==> src/rtl/reg_dump_pkg.sv <==
// reg_dump_pkg: shared types and register order for the dump sequencer.
// Slot order walks $s0-$s7, $t0-$t7, then $t8-$t9.
package reg_dump_pkg;

    typedef enum logic [2:0] {
        IDLE,
        SETTLE,
        SEND,
        RUN,
        DONE
    } state_t;

    localparam int NUM_REGS = 18;
    localparam logic [4:0] LAST_SLOT = 5'(NUM_REGS - 1);

    // Slots 0-7 -> 16-23, 8-15 -> 8-15, 16-17 -> 24-25.
    function automatic logic [4:0] slot_to_reg(input logic [4:0] slot);
        logic [4:0] r;
        if (slot < 5'd8) begin
            r = slot + 5'd16;
        end else if (slot < 5'd16) begin
            r = slot;
        end else begin
            r = slot + 5'd8;
        end
        return r;
    endfunction

endpackage

==> src/rtl/reg_dump_sequencer.sv <==
// reg_dump_sequencer: walks the processor register file through
// SwitchSelector, streams each value out, then optionally steps the core.
module reg_dump_sequencer
    import reg_dump_pkg::*;
#(
    parameter int SETTLE_CYCLES    = 2,
    parameter int RUN_PULSE_CYCLES = 16
) (
    input  logic        clkFast,
    input  logic        reset,
    input  logic        start,
    input  logic        step_en,
    input  logic [31:0] rd_data,
    output logic [4:0]  sel,
    output logic        run,
    output logic        dump_valid,
    input  logic        dump_ready,
    output logic [31:0] dump_data,
    output logic [4:0]  dump_idx,
    output logic        dump_last,
    output logic        busy,
    output logic        done,
    output logic [15:0] step_count
);

    localparam logic [15:0] SETTLE_LAST = 16'(SETTLE_CYCLES - 1);
    localparam logic [15:0] RUN_LAST    = 16'(RUN_PULSE_CYCLES - 1);

    state_t      state, state_n;
    logic [15:0] cnt, cnt_n;
    logic [4:0]  slot, slot_n;
    logic        step_q, step_q_n;
    logic [4:0]  sel_n;
    logic        run_n;
    logic        dump_valid_n;
    logic [31:0] dump_data_n;
    logic [4:0]  dump_idx_n;
    logic        dump_last_n;
    logic        busy_n;
    logic        done_n;
    logic [15:0] step_count_n;

    // State register.
    always_ff @(posedge clkFast or negedge reset) begin
        if (!reset) begin
            state <= IDLE;
        end else begin
            state <= state_n;
        end
    end

    // Counters, capture register and registered outputs.
    always_ff @(posedge clkFast or negedge reset) begin
        if (!reset) begin
            cnt        <= '0;
            slot       <= '0;
            step_q     <= 1'b0;
            sel        <= '0;
            run        <= 1'b0;
            dump_valid <= 1'b0;
            dump_data  <= '0;
            dump_idx   <= '0;
            dump_last  <= 1'b0;
            busy       <= 1'b0;
            done       <= 1'b0;
            step_count <= '0;
        end else begin
            cnt        <= cnt_n;
            slot       <= slot_n;
            step_q     <= step_q_n;
            sel        <= sel_n;
            run        <= run_n;
            dump_valid <= dump_valid_n;
            dump_data  <= dump_data_n;
            dump_idx   <= dump_idx_n;
            dump_last  <= dump_last_n;
            busy       <= busy_n;
            done       <= done_n;
            step_count <= step_count_n;
        end
    end

    // Next-state and next-output logic; everything holds unless changed.
    always_comb begin
        state_n      = state;
        cnt_n        = cnt;
        slot_n       = slot;
        step_q_n     = step_q;
        sel_n        = sel;
        run_n        = run;
        dump_valid_n = dump_valid;
        dump_data_n  = dump_data;
        dump_idx_n   = dump_idx;
        dump_last_n  = dump_last;
        busy_n       = busy;
        done_n       = 1'b0;
        step_count_n = step_count;
        unique case (state)
            IDLE: begin
                sel_n = '0;
                run_n = 1'b0;
                if (start) begin
                    step_q_n = step_en;
                    slot_n   = '0;
                    sel_n    = slot_to_reg(5'd0);
                    busy_n   = 1'b1;
                    cnt_n    = '0;
                    state_n  = SETTLE;
                end
            end
            SETTLE: begin
                if (cnt == SETTLE_LAST) begin
                    dump_data_n  = rd_data;
                    dump_idx_n   = sel;
                    dump_last_n  = (slot == LAST_SLOT);
                    dump_valid_n = 1'b1;
                    state_n      = SEND;
                end else begin
                    cnt_n = cnt + 16'd1;
                end
            end
            SEND: begin
                if (dump_ready) begin
                    dump_valid_n = 1'b0;
                    cnt_n        = '0;
                    if (slot != LAST_SLOT) begin
                        slot_n  = slot + 5'd1;
                        sel_n   = slot_to_reg(slot + 5'd1);
                        state_n = SETTLE;
                    end else if (step_q) begin
                        run_n   = 1'b1;
                        state_n = RUN;
                    end else begin
                        done_n  = 1'b1;
                        sel_n   = '0;
                        state_n = DONE;
                    end
                end
            end
            RUN: begin
                if (cnt == RUN_LAST) begin
                    run_n        = 1'b0;
                    step_count_n = step_count + 16'd1;
                    done_n       = 1'b1;
                    sel_n        = '0;
                    state_n      = DONE;
                end else begin
                    cnt_n = cnt + 16'd1;
                end
            end
            DONE: begin
                busy_n  = 1'b0;
                state_n = IDLE;
            end
            default: begin
                state_n = IDLE;
            end
        endcase
    end

endmodule

==> config.mk <==
export PLATFORM = sky130hd
export DESIGN_NAME = reg_dump_sequencer
export DESIGN_NICKNAME = d
export VERILOG_FILES = /design/src/rtl/reg_dump_pkg.sv /design/src/rtl/reg_dump_sequencer.sv
export SDC_FILE = /design/constraint.sdc
export NUM_CORES = 1
export LEC_CHECK = 0
export BUFFER_PORTS_ARGS = -buffer_cell sky130_fd_sc_hd__buf_2
export CAP_MARGIN = 20
export CORE_MARGIN = 2
export CORE_UTILIZATION = 33
export CTS_BUF_LIST = sky130_fd_sc_hd__clkbuf_16
export CTS_CLUSTER_DIAMETER = 100
export CTS_CLUSTER_SIZE = 25
export DETAILED_ROUTE_END_ITERATION = 7
export SKIP_CTS_REPAIR_TIMING = 1
export SLEW_MARGIN = 10
export SYNTH_ARGS = -nofsm -noshare
export SYNTH_HDL_FRONTEND = slang
export SYNTH_SLANG_ARGS = --single-unit
==> constraint.sdc <==
create_clock -name clkFast -period 3.1 [get_ports clkFast]
set_input_delay 0.155 -clock clkFast [delete_from_list [all_inputs] [get_ports clkFast]]
set_output_delay 0.155 -clock clkFast [all_outputs]
set_load 0.05 [all_outputs]
Word level (Yosys, flattened, before mapping). Cells that the tools add are included.

Input bits: 37. Register bits: 88.

Equality and inequality tests: 18. $add $sub $neg: 5. Magnitude comparators: 2. Reduce and logical (&&, ||, !) cells: 16. Muxes and demuxes: 39.

Operators by type and width (count): 2-to-1 mux 16 bit (4); one-hot mux 16 bit (4 select lines) (1); 2-to-1 mux 5 bit (10); adder 16 x 1 -> 16 bit, second input constant (2); 2-to-1 mux 3 bit (6); != test 2 bit, second input constant (9); == test 16 x 1 -> 1 bit, second input constant (1); == test 16 x 4 -> 1 bit, second input constant (1); one-hot mux 5 bit (3 select lines) (1); one-hot mux 3 bit (4 select lines) (1); AND reduction 4 bit (3); 2-to-1 mux 1 bit (11); one-hot mux 5 bit (2 select lines) (1); AND reduction 5 bit (2); AND reduction 2 bit (4); == test 3 x 2 -> 1 bit, second input constant (2); one-hot mux 1 bit (2 select lines) (3); nonzero test 2 bit (3); adder 5 x 1 -> 5 bit, second input constant (1); adder 5 x 4 -> 5 bit, second input constant (1); adder 5 bit, second input constant (1); == test 5 bit, second input constant (1); < comparator 5 x 4 -> 1 bit, second input constant (1); < comparator 5 bit, second input constant (1); other kinds (9) (9).

Longest topological paths before layout.
Depth after elaboration: 7. Depth in mapped cells: 7.

Worst setup path after synthesis. Ideal clock, no wire load.

Kind: register to register. From: reg cnt[4]. To: reg dump_data[10]. Clock period less this slack: 1.910 ns. Setup slack: 1.190 ns. Arrival: 1.785 ns. Library setup time: 0.125 ns. Cell stages (with the launch flop): 7. Required time: 2.975 ns. Path buffers: 2. Cell sequence: dfrtp_1 buf_6 nor4_2 nand3_1 nor3_4 buf_6 mux2_2.

Cells in the longest elaborated chain, start to end: 2.

Ends and longest elaborated chain: start, declared (line reg_dump_sequencer.sv:30) `logic [15:0] cnt, cnt_n;`; start signal, assigned (line reg_dump_sequencer.sv:68) `cnt <= cnt_n;`; == test 16 x 1 -> 1 bit (line reg_dump_sequencer.sv:112) `if (cnt == SETTLE_LAST) begin`; AND reduction 2 bit (no source line); end signal, assigned (line reg_dump_sequencer.sv:74) `dump_data <= dump_data_n;`; end, declared (line reg_dump_sequencer.sv:18) `output logic [31:0] dump_data,`.

No other way between the ends. A chain may end at the register's enable or synchronous reset.

Final worst setup path.
From: reg cnt[12]. To: reg dump_data[10].

The elaborated chain is that of the path after synthesis.

==> flow_metrics.py <==
metrics = {
    "final_layout": {
        "regArea_um2": 2202,
        "drive_gt1_share_pct": 35.01,
        "syn_to_final_growth_pct": 22.38,
        "nets": 495,
        "multi_input_area_um2": 1837,
        "final_area_um2": 5145,
        "fin_util_pct": 41.10,
        "fillers": 1251,
        "antenna_cells": 0,
    },
    "critical_path": {
        "critPathArrivalTime_ns": 2.64,
        "crit_fanout": 40,
        "worstSetupStartpoint": "cnt[12]$_DFFE_PN0P_",
        "critPathKind": "flip-flop to flip-flop",
        "path_delay_family": "simple AND/OR/NAND/NOR gates",
        "r2r_start": "cnt[12]$_DFFE_PN0P_",
        "cpMaxStageDelayCell": "nor4_1",
        "cp-start-kind": "flip-flop",
        "endpoint_kind": "flip-flop",
        "path_buf_inv": 1,
        "cp_cell_sequence": "nor4_1 > nand3_1 > nor3_4 > buf_4 > mux2_2",
        "worstPathRequired_ns": 3.31,
        "critical_path.max_stage_delay_ns": 0.46,
    },
    "cts": {
        "cts_made_buffers": 9,
        "clkTransAtPathRegs_ns": 0.06,
        "h-tree-depth": 3,
        "cts_tree": "done",
        "cts.sinks": 88,
        "clock_latency_ns": 0.33,
        "root_buffer": "clkbuf_16",
        "cts_max_path_buffers": 2,
    },
    "power_and_ir_drop": {
        "p_leak_uw": 0.002438,
        "ir_worst_vdd_mv": 0.3593,
        "p_per_area_nw_per_um2": 1057,
    },
    "synth": {
        "ys_top_cells_by_count": "dfrtp_1 (88), mux2_2 (32), nand3_1 (19)",
        "ys_seq_area_share_pct": 52.38,
        "yosys.area.top_type": "dfrtp_1",
        "avgSynthCellArea_um2": 11.88,
        "synth_top_area_share_pct": 52.38,
        "async_flop_share_pct": 100.0,
        "synth.area.top_cells": "dfrtp_1 (52%), mux2_2 (8.6%), xnor2_1 (3.8%)",
        "syn_area_um2": 4204,
        "syn_inst": 354,
        "synth.most_common_cell": "dfrtp_1",
        "ys_types": 57,
        "mappedNetlistNets": 396,
        "synth_seq_cells": 88,
        "yosys_warnings": 0,
        "ys.flop_type": "dfrtp_1",
        "synth_edf_count": 0,
    },
    "global_routing": {
        "grt_start_max_net_pins": 55,
        "track_usage_pct": 13.65,
        "grt_pass1_vias": 3058,
        "overflow": 0,
        "grt_pass1_wl_um": 14860,
        "antenna_found_initial": 0,
    },
    "timing": {
        "hold_viol_final": 0,
        "relSlewSlack_pct": 40.19,
        "final_max_slew_viol_count": 0,
        "finalSetupViolations": 0,
        "final.period_utilization_pct": 78.22,
        "finClkSkew_ns": 0.006367,
        "fmax_mhz": 412.4,
        "setup_tns_ns": 0,
        "layout_setup_ws_ns": 0.6752,
        "period_minus_slack_ns": 2.425,
        "worst_slew_pin_slew_ns": 0.8890,
        "rsz0062_at_grt": "no",
    },
    "outcome": {
        "status": "finished, final reports clean",
    },
    "floorplan": {
        "die_x_um": 116.9,
        "io_pins": 100,
        "die_height_um": 116.9,
        "die-area_um2": 13660,
        "num_rows": 41,
        "core_area_um2": 12520,
        "start_util_pct": 33.59,
    },
    "worst_hold_path": {
        "hp-start": "rd_data[1]",
        "hold_path.class": "primary input to flip-flop",
    },
    "place": {
        "dp_hpwl_um": 6570,
        "post-place-ws_ns": 0.6996,
        "place_congestion": 0.8518,
        "dpl-instance-area_um2": 4850,
        "portBuffers": 99,
    },
    "detailed_routing": {
        "ant_nets": 0,
        "postRouteWirelength_um": 9089,
        "drtIter0Drc": 206,
        "vias": 3164,
        "drc_errors": 0,
        "wl_per_cell_um": 14.45,
        "via_per_inst": 5.030,
        "first_pass_iters": 4,
    },
    "flow_run": {
        "maxCapViolCount": 0,
    },
}
## worst reg2reg max path, stage by stage (launching register included)
cell     delay (ns)
dfrtp_1        0.44
nor4_1         0.46
nand3_1        0.29
nor3_4         0.23
buf_4          0.46
mux2_2         0.43
## final cells by class
type	count	share of cell area (%)
Timing Repair Buffer	107	10.89
Inverter	12	0.8755
Clock inverter	6	1.167
Multi-Input combinational cell	235	35.70
Clock buffer	9	4.377
Tap cell	172	4.183
Sequential cell	88	42.80
## path summary, 6_finish.rpt
path / end / slack (ns) / cells after the start
worst max-delay path: dump_data[10]$_DFFE_PN0P_ / 0.68 / 5
worst min-delay path: dump_data[1]$_DFFE_PN0P_ / 0.04 / 2
worst max register to register: dump_data[10]$_DFFE_PN0P_ / 0.68 / 5
worst min register to register: dump_idx[2]$_DFFE_PN0P_ / 0.48 / 1
max in group asynchronous: run$_DFFE_PN0P_ / 1.98 / 3
min in group asynchronous: dump_data[2]$_DFFE_PN0P_ / 0.40 / 2
## kinds of logic after synthesis
| logic type | share of synthesized area (%) |
|---|---|
| DFF | 52.38 |
| and+or+nand+nor | 14.52 |
| AOI/OAI and AO/OA | 12.00 |
| buffers and inverters | 3.928 |
| adders and majority gates | 1.488 |
| muxes | 11.73 |
| xor gates and xnor gates | 3.958 |
## flip-flops by register name, summed over array words and instances, names as in the netlist, 3 cells and up
signal and count:
slot 5, step_count 16, dump_idx 5, dump_data 32, state 3, sel 5, cnt 16
## per-stage QoR
step	instances	hold slack (ns)	total power [uW]
floorplan	354	-0.1406	3626
global placement	613	0.2284	4378
detailed placement	613	0.2369	4431
CTS	628	-0.1177	5489
global route	629	0.02839	5786
finish	629	0.03589	5437
## layout by cell type (no fill, tap or decap), types with 7 or more instances in the layout
cell,n
a21oi_1,7
and3_1,11
buf_2,98
buf_4,8
clkbuf_16,9
dfrtp_1,88
inv_1,12
mux2_1,10
mux2_2,32
nand2_1,10
nand3_1,19
nand4_1,11
nor2_1,13
xnor2_1,18
## report_power, final
group          total [uW]  switching [uW]  leakage [uW]  internal, uW
Clock                1040             418      0.000141           617
Combinational        2590            1780       0.00115           816
Sequential           1810             308       0.00114          1500
Total                5440            2500       0.00244          2930
## layer usage
metal,share of wire [%],vias up,routed length (um),global-route usage (%)
li1,-,1521,-,-
met1,46,1531,4219,18.19
met2,46,105,4204,21.85
met3,6.4,7,584,3.553
met4,0.90,0,82,4.314
met5,0,-,0,0
Power figures use the tool's default switching activity.
